### config.mk
export PLATFORM = sky130hd
export DESIGN_NAME = vector_issue_scheduler
export DESIGN_NICKNAME = d
export VERILOG_FILES = /design/src/rtl/vector_issue_scheduler_pkg.sv /design/src/rtl/vector_issue_scheduler_fifo.sv /design/src/rtl/vector_issue_scheduler.sv
export SDC_FILE = /design/constraint.sdc
export NUM_CORES = 1
export LEC_CHECK = 0
export BUFFER_PORTS_ARGS = -buffer_cell sky130_fd_sc_hd__buf_2
export CORE_MARGIN = 2
export CORE_UTILIZATION = 58
export DETAILED_ROUTE_END_ITERATION = 8
export HOLD_SLACK_MARGIN = 0.03
export PLACE_DENSITY_LB_ADDON = 0.15
export SKIP_LAST_GASP = 1
export SLEW_MARGIN = 20
export SYNTH_ARGS = -nofsm -noshare
export SYNTH_HDL_FRONTEND = slang
export SYNTH_HIERARCHICAL = 1
export SYNTH_SLANG_ARGS = --single-unit
### constraint.sdc
create_clock -name clk -period 4.1 [get_ports clk]
set_input_delay 0.41 -clock clk [delete_from_list [all_inputs] [get_ports clk]]
set_output_delay 0.41 -clock clk [all_outputs]
set_load 0.03 [all_outputs]
### src/rtl/vector_issue_scheduler_pkg.sv
// Shared types and constants for the vector issue scheduler.
package vector_issue_scheduler_pkg;

    // Functional-unit encodings carried in to_vector.fu
    localparam logic [1:0] INT_FU = 2'd0;
    localparam logic [1:0] FP_FU  = 2'd1;
    localparam logic [1:0] MEM_FU = 2'd2;
    localparam logic [1:0] FXP_FU = 2'd3;

    // Bit positions in the per-unit ready/done/valid vectors
    localparam int INT_IDX = 0;
    localparam int FP_IDX  = 1;
    localparam int MEM_IDX = 2;

    // Microop encoding used by the front end for a bubble
    localparam logic [6:0] BUBBLE_UOP = 7'h7F;

    typedef struct packed {
        logic [1:0] fu;
        logic [6:0] microop;
        logic       reconfigure;
        logic [4:0] vd;
        logic [4:0] vs1;
        logic [4:0] vs2;
    } to_vector;

    typedef enum logic [1:0] {
        ST_RUN    = 2'd0,
        ST_DRAIN  = 2'd1,
        ST_RECONF = 2'd2
    } sched_state_e;

endpackage

### src/rtl/vector_issue_scheduler_fifo.sv
// Instruction FIFO: registered head, no empty bypass, full ignores same-cycle pop.
module vector_instr_fifo
    import vector_issue_scheduler_pkg::*;
#(
    parameter int DEPTH = 4
) (
    input  logic                     clk,
    input  logic                     rst_n,
    input  logic                     push_i,
    input  to_vector                 data_i,
    input  logic                     pop_i,
    output to_vector                 head_o,
    output logic                     full_o,
    output logic                     empty_o,
    output logic [$clog2(DEPTH):0]   count_o
);
    localparam int AW = $clog2(DEPTH);

    logic [AW-1:0] wr_q, rd_q;
    logic [AW:0]   cnt_q;
    to_vector      mem_q [DEPTH];
    logic          do_push, do_pop;

    assign full_o  = (cnt_q == (AW+1)'(DEPTH));
    assign empty_o = (cnt_q == '0);
    assign do_push = push_i && !full_o;
    assign do_pop  = pop_i && !empty_o;
    assign head_o  = mem_q[rd_q];
    assign count_o = cnt_q;

    // Storage is cleared on reset so the shared head output is never X.
    always_ff @(posedge clk or negedge rst_n) begin
        if (!rst_n) begin
            wr_q  <= '0;
            rd_q  <= '0;
            cnt_q <= '0;
            for (int i = 0; i < DEPTH; i++) begin
                mem_q[i] <= '0;
            end
        end else begin
            if (do_push) begin
                mem_q[wr_q] <= data_i;
                wr_q        <= wr_q + 1'b1;
            end
            if (do_pop) begin
                rd_q <= rd_q + 1'b1;
            end
            if (do_push && !do_pop) begin
                cnt_q <= cnt_q + 1'b1;
            end else if (do_pop && !do_push) begin
                cnt_q <= cnt_q - 1'b1;
            end
        end
    end

endmodule

### src/rtl/vector_issue_scheduler.sv
// In-order issue scheduler: routes FIFO head to INT/FP/MEM with an outstanding-op
// limit per unit, drains all units before a reconfigure, drops illegal encodings.
module vector_issue_scheduler
    import vector_issue_scheduler_pkg::*;
#(
    parameter int DEPTH           = 4,
    parameter int MAX_OUTSTANDING = 2
) (
    input  logic       clk,
    input  logic       rst_n,
    input  logic       valid_in,
    output logic       ready_o,
    input  to_vector   instr_in,
    output to_vector   issue_instr_o,
    output logic       int_valid_o,
    output logic       fp_valid_o,
    output logic       mem_valid_o,
    input  logic [2:0] fu_ready_i,
    input  logic [2:0] fu_done_i,
    output logic       reconfig_valid_o,
    output logic       illegal_o,
    output logic       busy_o
);
    localparam int              CW      = $clog2(MAX_OUTSTANDING + 1);
    localparam int              AW      = $clog2(DEPTH);
    localparam logic [CW-1:0]   CNT_MAX = CW'(MAX_OUTSTANDING);

    logic                 fifo_full, fifo_empty, push, pop;
    logic [AW:0]          fifo_count;
    to_vector             head;
    sched_state_e         state_q, state_d;
    logic [2:0][CW-1:0]   cnt_q, cnt_d;
    logic [2:0]           unit_valid, fire, cnt_nz;
    logic                 head_ill, head_rec, all_idle, illegal, reconfig;

    assign ready_o = !fifo_full;
    assign push    = valid_in && ready_o;

    vector_instr_fifo #(.DEPTH(DEPTH)) u_fifo (
        .clk     (clk),
        .rst_n   (rst_n),
        .push_i  (push),
        .data_i  (instr_in),
        .pop_i   (pop),
        .head_o  (head),
        .full_o  (fifo_full),
        .empty_o (fifo_empty),
        .count_o (fifo_count)
    );

    assign head_ill = !fifo_empty && ((head.fu == FXP_FU) || (head.microop == BUBBLE_UOP));
    assign head_rec = !fifo_empty && head.reconfigure && !head_ill;
    assign fire     = unit_valid & fu_ready_i;
    assign all_idle = (cnt_nz == 3'b000);

    // Per-unit "has outstanding work" flags from the registered counters.
    always_comb begin
        cnt_nz = '0;
        for (int u = 0; u < 3; u++) begin
            cnt_nz[u] = (cnt_q[u] != '0);
        end
    end

    // Next state and issue decisions; at most one unit valid per cycle.
    always_comb begin
        state_d    = state_q;
        unit_valid = '0;
        pop        = 1'b0;
        illegal    = 1'b0;
        reconfig   = 1'b0;
        unique case (state_q)
            ST_RUN: begin
                if (head_ill) begin
                    illegal = 1'b1;
                    pop     = 1'b1;
                end else if (head_rec) begin
                    state_d = ST_DRAIN;
                end else if (!fifo_empty) begin
                    case (head.fu)
                        INT_FU:  unit_valid[INT_IDX] = (cnt_q[INT_IDX] < CNT_MAX);
                        FP_FU:   unit_valid[FP_IDX]  = (cnt_q[FP_IDX]  < CNT_MAX);
                        MEM_FU:  unit_valid[MEM_IDX] = (cnt_q[MEM_IDX] < CNT_MAX);
                        default: unit_valid = '0;
                    endcase
                    pop = |(unit_valid & fu_ready_i);
                end
            end
            ST_DRAIN: begin
                if (all_idle) begin
                    state_d = ST_RECONF;
                end
            end
            ST_RECONF: begin
                reconfig = !fifo_empty;
                pop      = !fifo_empty;
                state_d  = ST_RUN;
            end
            default: state_d = ST_RUN;
        endcase
    end

    // Outstanding counters: issue and completion in the same cycle cancel;
    // a completion with nothing outstanding is ignored.
    always_comb begin
        cnt_d = cnt_q;
        for (int u = 0; u < 3; u++) begin
            if (fire[u] && !(fu_done_i[u] && cnt_nz[u])) begin
                cnt_d[u] = cnt_q[u] + 1'b1;
            end else if (!fire[u] && fu_done_i[u] && cnt_nz[u]) begin
                cnt_d[u] = cnt_q[u] - 1'b1;
            end
        end
    end

    // State and counter registers.
    always_ff @(posedge clk or negedge rst_n) begin
        if (!rst_n) begin
            state_q <= ST_RUN;
            cnt_q   <= '0;
        end else begin
            state_q <= state_d;
            cnt_q   <= cnt_d;
        end
    end

    assign issue_instr_o    = head;
    assign int_valid_o      = unit_valid[INT_IDX];
    assign fp_valid_o       = unit_valid[FP_IDX];
    assign mem_valid_o      = unit_valid[MEM_IDX];
    assign reconfig_valid_o = reconfig;
    assign illegal_o        = illegal;
    assign busy_o           = (fifo_count != '0) || !all_idle;

    a_done_outstanding: assert property (@(posedge clk) disable iff (!rst_n)
        (fu_done_i & ~cnt_nz) == 3'b000);
    a_valid_onehot: assert property (@(posedge clk) disable iff (!rst_n)
        $onehot0(unit_valid));

endmodule

# ---- Word-level counts from Yosys, hierarchy flattened
# Cells that the tools add are included.
dict set report op_classes {
  n_addsub 10
  bitwise_logic 4
  muxes 44
  n_eq_ne 10
  order_cmp 6
  n_reduce_logical 49
}
# cell n
set op_table {}
lappend op_table {{bitwise mux 100 bit} 1}
lappend op_table {{2-to-1 mux 25 bit} 3}
lappend op_table {{binary-select mux 25 bit (select 2 bit)} 1}
lappend op_table {{demux 25 bit (select 2 bit)} 1}
lappend op_table {{logical AND 1 bit} 21}
lappend op_table {{2-to-1 mux 1 bit} 21}
lappend op_table {{2-to-1 mux 2 bit} 9}
lappend op_table {{2-to-1 mux 3 bit} 6}
lappend op_table {{nonzero test 2 bit} 7}
lappend op_table {{logical NOT 1 bit} 12}
lappend op_table {{adder 2 x 1 -> 2 bit, second input constant} 5}
lappend op_table {{equality test 7 bit, second input constant} 1}
lappend op_table {{bitwise AND 3 bit} 2}
lappend op_table {{equality test 2 bit, second input constant} 3}
lappend op_table {{greater-or-equal comparator 3 bit, second input constant} 2}
lappend op_table {{logical NOT 3 bit} 2}
lappend op_table {{less-than comparator 2 bit, second input constant} 3}
lappend op_table {{inequality test 2 bit, second input constant} 3}
lappend op_table {{NOT 2 -> 3 bit} 2}
lappend op_table {{subtractor 2 x 1 -> 2 bit, second input constant} 3}
lappend op_table {{equality test 2 x 1 -> 1 bit, second input constant} 2}
lappend op_table {{logical NOT 2 bit} 2}
lappend op_table {{one-hot mux 2 bit (2 select lines)} 1}
lappend op_table {{adder 3 x 1 -> 3 bit, second input constant} 1}
lappend op_table {{other kinds (8)} 9}
dict set report word_totals {
  output_inout_bits 32
  ff_bits 115
  elab_cells 154
  inputBits 34
}

# ---- Depth between registers and ports, before layout
# Gate-level depths: netlist of the first run.
dict set report logic_depth {
  word_depth 22
  mapped_depth 14
  depth_no_buf 12
}

# ---- Hierarchy
# The synthesis of the first run kept the hierarchy.
# mod seq_area_each_um2 cells_each area_each_um2 instances
set by_module_without_submodules {}
lappend by_module_without_submodules {vector_instr_fifo 2677.6 277 4745.8 1}
lappend by_module_without_submodules {vector_issue_scheduler 200.2 56 551.8 1}

# ---- Least setup slack after synthesis of the first run
# OpenSTA, ideal clock, no wires.
dict set report synth_timing {
  path_kind {register -> register}
  from {register u_fifo.rd_q[0]}
  to {register u_fifo.cnt_q[1] (netlist: u_fifo/count_o[1])}
  t_arrival_ns 3.500
  path_stages_with_launch 13
  setup_time_ns 0.125
  slack_ns 0.476
  synth_period_minus_slack_ns 3.624
  n_path_buf 2
  required_time_ns 3.975
  path_cell_list {dfrtp_1 -> buf_4 -> buf_2 -> mux4_2 -> or4bb_4 -> a31oi_1 -> nor3b_1 -> nor3_1 -> nand2b_1 -> ha_1 -> inv_1 -> fa_1 -> mux2_2}
}
# item line_no
set synth_rtl {}
lappend synth_rtl {{start, declared} vector_issue_scheduler_fifo.sv:19} ;# logic [AW-1:0] wr_q, rd_q;
lappend synth_rtl {{start signal, assigned} vector_issue_scheduler_fifo.sv:46} ;# rd_q <= rd_q + 1'b1;
lappend synth_rtl {{end signal, assigned} vector_issue_scheduler_fifo.sv:49} ;# cnt_q <= cnt_q + 1'b1;
lappend synth_rtl {{end signal, assigned} vector_issue_scheduler_fifo.sv:51} ;# cnt_q <= cnt_q - 1'b1;
lappend synth_rtl {{end, declared} vector_issue_scheduler_fifo.sv:20} ;# logic [AW:0] cnt_q;

# ---- Worst setup path after layout of the first run
dict set report layout_timing {
  from {register u_fifo.rd_q[1]}
  to {register u_fifo.cnt_q[1] (netlist: u_fifo/count_o[1])}
}
dict set report layout_via {
  elab_chain_len 20
  word_cells_on_any_way 41
  cone_classes {eq/ne (4); mux (23); bitwise (2); reduce/logical (12)}
}
# item line_no
set layout_lines {}
lappend layout_lines {{NOT 2 -> 3 bit (not written as such) (*)} vector_issue_scheduler_fifo.sv:28} ;# assign head_o = mem_q[rd_q];
lappend layout_lines {{binary-select mux 25 bit (select 2 bit) (*)} vector_issue_scheduler_fifo.sv:28}
lappend layout_lines {{2-to-1 mux 25 bit (not written as such) (*) (2 in a row)} vector_issue_scheduler_fifo.sv:28}
lappend layout_lines {{equality test 2 x 1 -> 1 bit, or another cell as far along} vector_issue_scheduler.sv:79} ;# case (head.fu)
lappend layout_lines {{2-to-1 mux 1 bit} vector_issue_scheduler.sv:79}
lappend layout_lines {{2-to-1 mux 1 bit} vector_issue_scheduler.sv:78} ;# end else if (!fifo_empty) begin
lappend layout_lines {{2-to-1 mux 1 bit} vector_issue_scheduler.sv:76} ;# end else if (head_rec) begin
lappend layout_lines {{2-to-1 mux 1 bit} vector_issue_scheduler.sv:73} ;# if (head_ill) begin
lappend layout_lines {{[... 4 more ...]} n/a}
lappend layout_lines {{2-to-1 mux 1 bit} vector_issue_scheduler.sv:76}
lappend layout_lines {{2-to-1 mux 1 bit (*)} vector_issue_scheduler.sv:73}
lappend layout_lines {{one-hot mux 1 bit (2 select lines) (*)} vector_issue_scheduler.sv:71} ;# unique case (state_q)
lappend layout_lines {{net pop} vector_issue_scheduler.sv:28} ;# logic fifo_full, fifo_empty, push, pop;
lappend layout_lines {{logical AND 1 bit (*)} vector_issue_scheduler_fifo.sv:27} ;# assign do_pop = pop_i && !empty_o;
lappend layout_lines {{logical NOT 1 bit} vector_issue_scheduler_fifo.sv:48} ;# if (do_push && !do_pop) begin
lappend layout_lines {{logical AND 1 bit} vector_issue_scheduler_fifo.sv:48}
lappend layout_lines {{2-to-1 mux 3 bit / nonzero test 2 bit (equally long branches)} n/a}
# The timed path passes the listed nets; every way through them passes the cells marked *. The select of a mux whose other input is x is not followed.
# A chain may end at the register's enable or synchronous reset.

==> reports/metrics.cfg, run 1 <==
[logic_synthesis]
synth_nets=373
yosysTopAreaCell=dfrtp_1
synth.most_common_cell=dfrtp_1
synth_top_area_share_pct=54.3
synth_area_leaders=dfrtp_1 (54%), mux2_2 (22%), mux4_2 (11%)
synth_edf_count=0
avgSynthCellArea_sq_um=15.9
synth_cell_types=43
synth_seq_area_share_pct=54.3
ys_warn_count=6
ys_ff_latch=115
ys_top_cells_by_count=dfrtp_1 (115), mux2_2 (102), mux4_2 (25), buf_6 (8)
synth_flop_cell=dfrtp_1
synth.cell_area_sq_mm=0.00530
syn_inst=333
async_flop_share_pct=100

[timing]
slew_headroom_pct=61.2
hold_violations=0
layout_setup_ws_ps=624
fmax_mhz=288
min_period_over_period_pct=84.8
finalSetupViolCount=0
rsz0062_at_grt=false
fin_tns_setup_ps=0
fin_worst_skew_ps=14.1
tightest_slew_ps=581
min_period_ps=3480
maxSlewViolCount=0

[route]
first_pass_iters=5
vias=3066
dr.first_iter.drc_count=109
via_per_inst=5.73
routedWlPerCell_microns=19.7
ant_nets=0
wirelength_microns=10500
drc=0

[pwr]
p_total_w=0.00649
vdd_ir_drop_max_v=0.000558
seqPwrFrac_pct=31.6
pwr-share-comb_pct=45.4
power.internal_w=0.00405
p_sw_w=0.00244
cellPowerDensity_mw_per_mm2=1030
p_sw_share_pct=37.6
pwr-share-clk_pct=23.0
p_leak_nw=2.79

[floorplanning]
rows=34
die_area_sq_mm=0.00991
die_y_microns=99.6
io_pins=66
start_util_pct=60.2
coreArea_sq_mm=0.00881
chipWidth_microns=99.6

[grt]
met2_usage_pct=35.1
grt_max_degree=48
grt_pass1_wl_microns=17700
gr-total-overflow=0
use_met3_pct=8.64
grt.busiest_layer=met2
met1_usage_pct=33.8
grt_pass1_vias=3345
antenna_found_initial=1
track_usage_pct=23.8

[clock_network]
clockBufferDepth=2
path_clk_slew_ps=60
htreeDepth=4
cts_root_buf=clkbuf_8
clk_latency_ps=530
cts.sinks=115
cts_buffers=17
cts_tree=built
cts_resized=0

[min_path]
min_to=u_fifo/mem_q[96]$_DFFE_PN0P_
hold_start=instr_in[21]
min_path_cells=2
hold_class=in2reg

[setup_path]
critPathCaptureType=register
r2r_end=u_fifo/count_o[1]$_DFFE_PN0P_
crit_path_max_fanout=12
critPathLaunch=u_fifo/rd_q[1]$_DFFE_PN0P_
path_class=reg2reg
reg2reg_slack_ps=620
cp.arrival_ps=3880
start_kind=register
critPathRequiredTime_ps=4500
reg2reg_depth=10
regToRegStartpoint=u_fifo/rd_q[1]$_DFFE_PN0P_

[layout]
fin_area_sq_mm=0.00632
layout-drive-gt1-share_pct=58.1
syn_to_final_growth_pct=19.4
ff_latch_area_sq_mm=0.00288
diodes=0
multiInputGateArea_sq_mm=0.00227
final_nets=454
n_fill_cell=580

[place]
dp_slack_ps=642
detailed_place.area_sq_mm=0.00572
place_congestion=0.818
post-dp-hpwl_microns=6630
port_buffers=65

[job]
cap_violations=0

[outcome]
outcome=finished clean

==> critical path, stage by stage (launching register included) <==
cell	delay, ps
dfrtp_1	690
mux4_2	500
or4bb_4	580
a31oi_1	180
nor3b_1	60
nor3_1	220
nand2b_1	140
ha_1	220
inv_1	80
fa_1	410
mux2_2	270
==> flip-flops by register name, indices dropped and copies added, names as in the netlist <==
| signal | flops |
|---|---|
| cnt_q | 6 |
| state_q | 2 |
| u_fifo/count_o | 3 |
| u_fifo/mem_q | 100 |
| u_fifo/rd_q | 2 |
| u_fifo/wr_q | 2 |
==> how the worst max path moves through the flow <==
stage	end	slack (ps)	cells past startpoint
6_report	u_fifo/count_o[1]$_DFFE_PN0P_	620	10
5_1_grt	u_fifo/count_o[1]$_DFFE_PN0P_	440	10
4_1_cts	u_fifo/count_o[1]$_DFFE_PN0P_	620	10
3_5_place_dp	u_fifo/count_o[1]$_DFFE_PN0P_	640	10
3_3_place_gp	u_fifo/count_o[1]$_DFFE_PN0P_	760	10
2_1_floorplan	u_fifo/count_o[1]$_DFFE_PN0P_	480	12
==> placed cells by master, fill, tap and decap left out, drive strengths merged, types with 2 or more instances in the layout <==
master,synthesis,routed
clkinvlp,0,3
nor2,12,12
or4bb,2,2
clkbuf,0,18
xnor2,4,4
mux2,102,102
o21ai,3,3
nor4,2,2
nand2b,3,3
dfrtp,115,115
nor3b,3,3
ha,5,5
bufinv,0,3
clkinv,0,4
buf,14,75
inv,7,11
nor3,2,2
mux4,25,25
nor4b,2,2
xor2,5,5
nand2,6,6
a21o,2,2
==> cell families (layout without fill, tap and decap cells) <==
| logic type | count (synthesis) | in the layout | share of synthesized area (%) |
|---|---|---|---|
| flops | 115 | 115 | 54.3 |
| fa+ha+maj | 6 | 6 | 1.56 |
| xor+xnor | 9 | 9 | 1.49 |
| buf+inv | 21 | 115 | 2.76 |
| mux | 128 | 128 | 32.5 |
| simple gates | 42 | 42 | 5.55 |
| compound gates | 12 | 12 | 1.82 |
==> final cells by class <==
type | count | share of cell area (%)
multi-input cells | 197 | 36.0
well taps | 108 | 2.14
clock buffers | 18 | 6.61
clock inverters | 14 | 2.83
inverters | 7 | 0.416
flip-flops and latches | 115 | 45.5
repair buffers | 76 | 6.53
==> through the flow <==
step / hold WS, ps / instances / utilization, %
2_1_floorplan: 114 / 333 / -
3_3_place_gp: 383 / 502 / 64.9
3_5_place_dp: 388 / 502 / 64.9
4_1_cts: 144 / 535 / 71.8
5_1_grt: 146 / 535 / 71.8
6_report: 148 / 535 / 71.8
==> power groups by stage <==
stage	sequential, W	combinational [W]	clock (W)
after floorplan	0.00193	0.00240	0
after global placement	0.00204	0.00290	0
after detailed placement	0.00206	0.00297	0
after global routing	0.00213	0.00317	0.00156
after CTS	0.00205	0.00299	0.00150
final	0.00205	0.00295	0.00149
==> metal layers <==
layer,routed length (microns),vias up
met1,4880,1593
li1,-,1400
met4,115,0
met3,479,12
met2,5050,61
met5,0,-
==> what timing repair did <==
item | CTS | global route
buffers inserted | 0 | 0
hold buffers | 1 | 0
endpoints found under the hold margin | 32 | 0
No activity file was read; power rests on OpenSTA's default activity.
==> run 2, diff against run 1 <==
==> constraint.sdc (replaced) <==
create_clock -name clk -period 3.25 [get_ports clk]
set_input_delay 0.325 -clock clk [delete_from_list [all_inputs] [get_ports clk]]
set_output_delay 0.325 -clock clk [all_outputs]
set_load 0.03 [all_outputs]
==> run 2 against run 1 <==
Against the previous run:
- clock power grew 32%
- wire length grew 1.8%
- core utilization grew 1.2 points
- critical path depth shrank 4
- final cell count grew 0.75%
- largest cell class unchanged
- largest power group unchanged
- combinational power grew 33%
==> reports/metrics.cfg, run 2 (same netlist as run 1, synthesis figures left out) <==
[timing]
layout_setup_ws_ps=57.5  ; -566 ps
finalSetupViolCount=0  ; unchanged
maxSlewViolCount=0  ; unchanged
hold_violations=0  ; unchanged
fin_worst_skew_ps=5.37  ; -8.76 ps
fmax_mhz=313
min_period_over_period_pct=98.2
min_period_ps=3190
tightest_slew_ps=624  ; +42.7 ps
fin_tns_setup_ps=0  ; unchanged
rsz0062_at_grt=true
slew_headroom_pct=58.4  ; -2.8 points

[layout]
syn_to_final_growth_pct=21.4
regMostFlops=u_fifo/mem_q
final_common_cell=dfrtp_1
diodes=0  ; unchanged
ff_latch_area_sq_mm=0.00288  ; unchanged
final_nets=459  ; +1.1%
final_cell_mix=dfrtp_1 (114), mux2_2 (102), buf_2 (64), mux4_2 (25), clkbuf_16 (16)
fin_area_sq_mm=0.00643  ; +1.7%
n_fill_cell=534  ; -7.9%
final_cell_count_no_fill=539  ; +0.75%
multiInputGateArea_sq_mm=0.00230  ; +0.99%
largest_reg_flops=100  ; unchanged
layout-drive-gt1-share_pct=58.9  ; +0.85 points

[clock_network]
clockBufferDepth=2  ; unchanged
cts.sinks=115  ; unchanged
cts_root_buf=clkbuf_8
path_clk_slew_ps=60  ; about the same
htreeDepth=4  ; unchanged
cts_buffers=17  ; unchanged
cts_tree=built
clk_latency_ps=520  ; about the same

[floorplanning]
coreArea_sq_mm=0.00881  ; unchanged
start_util_pct=60.2  ; unchanged
io_pins=66  ; unchanged
die_y_microns=99.6  ; unchanged
rows=34  ; unchanged
die_area_sq_mm=0.00991  ; unchanged
chipWidth_microns=99.6  ; unchanged

[pwr]
vdd_ir_drop_max_v=0.000641  ; +15%
p_leak_nw=2.84  ; +1.8%
cellPowerDensity_mw_per_mm2=1320  ; +28%

[setup_path]
path_class=reg2out
critPathRequiredTime_ps=2920  ; -1580 ps
cp.arrival_ps=2870  ; -1010 ps
crit_path_max_fanout=16  ; +4
start_kind=register
critPathCaptureType=output port
regToRegStartpoint=u_fifo/rd_q[0]$_DFFE_PN0P_
critPathLaunch=u_fifo/rd_q[0]$_DFFE_PN0P_

[grt]
gr-total-overflow=0  ; unchanged
grt_pass1_wl_microns=17900  ; +1.1%
grt_max_degree=69  ; +44%
antenna_found_initial=0  ; -1
grt_pass1_vias=3515  ; +5.1%
track_usage_pct=24.0  ; +0.14 points

[route]
via_per_inst=5.82  ; +1.5%
wirelength_microns=10700  ; +1.8%
dr.first_iter.drc_count=108  ; -0.92%
vias=3135  ; +2.3%
first_pass_iters=4  ; -1
drc=0  ; unchanged
ant_nets=0  ; unchanged
routedWlPerCell_microns=19.9  ; +1.0%

[min_path]
hold_start=instr_in[18]
hold_class=in2reg

[place]
post-dp-hpwl_microns=6590  ; -0.59%
detailed_place.area_sq_mm=0.00576  ; +0.72%
dp_slack_ps=-24.4  ; -666 ps
place_congestion=0.751  ; -8.1%
dp.cells=505  ; +0.60%
port_buffers=65  ; unchanged

[outcome]
outcome=finished clean

[job]
cap_violations=0  ; unchanged

-- run 2: changes by cell type in the layout (fill, tap and decap cells not counted), moves of 2 or more --
cell       change
buf_4          +2
inv_6          -4
clkbuf_1       +3
bufinv_16      +2
clkinv_4       -2
-- run 2: timing repair --
action | in CTS | in global routing
resized for setup | 1 | 5
hold buffers | 1 | 0
setup buffers | 1 | 1
endpoints found under the hold margin | 47 | 0
setup endpoints to repair | 3 | 3
pin swaps | 1 | 1
-- run 2: layout make-up --
type | instances | area share, %
clock buffers | 22 | 6.89
clock inverters | 9 | 2.78
inverters | 7 | 0.408
multi-input cells | 197 | 35.7
flip-flops and latches | 115 | 44.8
well taps | 108 | 2.10
repair buffers | 81 | 7.37
-- run 2: final timing paths --
check / to / slack (ps) / cells past startpoint
max in group asynchronous: u_fifo/rd_q[0]$_DFFE_PN0P_ / 2110 / 3
hold reg to reg: u_fifo/mem_q[33]$_DFFE_PN0P_ / 500 / 1
setup reg to reg: u_fifo/count_o[1]$_DFFE_PN0P_ / 80 / 10
setup / recovery: fp_valid_o / 60 / 6
min in group asynchronous: cnt_q[5]$_DFFE_PN0P_ / 370 / 2
hold / removal: u_fifo/mem_q[43]$_DFFE_PN0P_ / 70 / 2
-- run 2: power by group --
group	leakage [nW]	internal, W	switching (W)
logic	1.17	0.00189	0.00204
clock network	0.295	0.00134	0.000635
registers	1.38	0.00216	0.000422
-- run 2: critical path, cell delays in order (launching register included) --
cell	delay, ps
dfrtp_2	450
buf_6	270
mux4_2	610
a21o_1	190
a211o_4	310
nor4b_2	260
buf_2	250
-- run 2: metrics by stage --
step / power [W] / hold WS [ps] / utilization [%]
6_report: 0.00848 / 74.0 / 73.0
5_1_grt: 0.00894 / 69.8 / 73.0
4_1_cts: 0.00847 / 62.1 / 72.7
3_5_place_dp: 0.00643 / 381 / 65.4
3_3_place_gp: 0.00632 / 378 / 65.4
2_1_floorplan: 0.00551 / 29.4 / -
-- run 2: layer usage --
layer  track usage (%)  wire length [microns]
met5                 0                      0
met3              7.24                    427
met1              30.9                   4760
met4              9.91                    237
met2              38.4                   5290
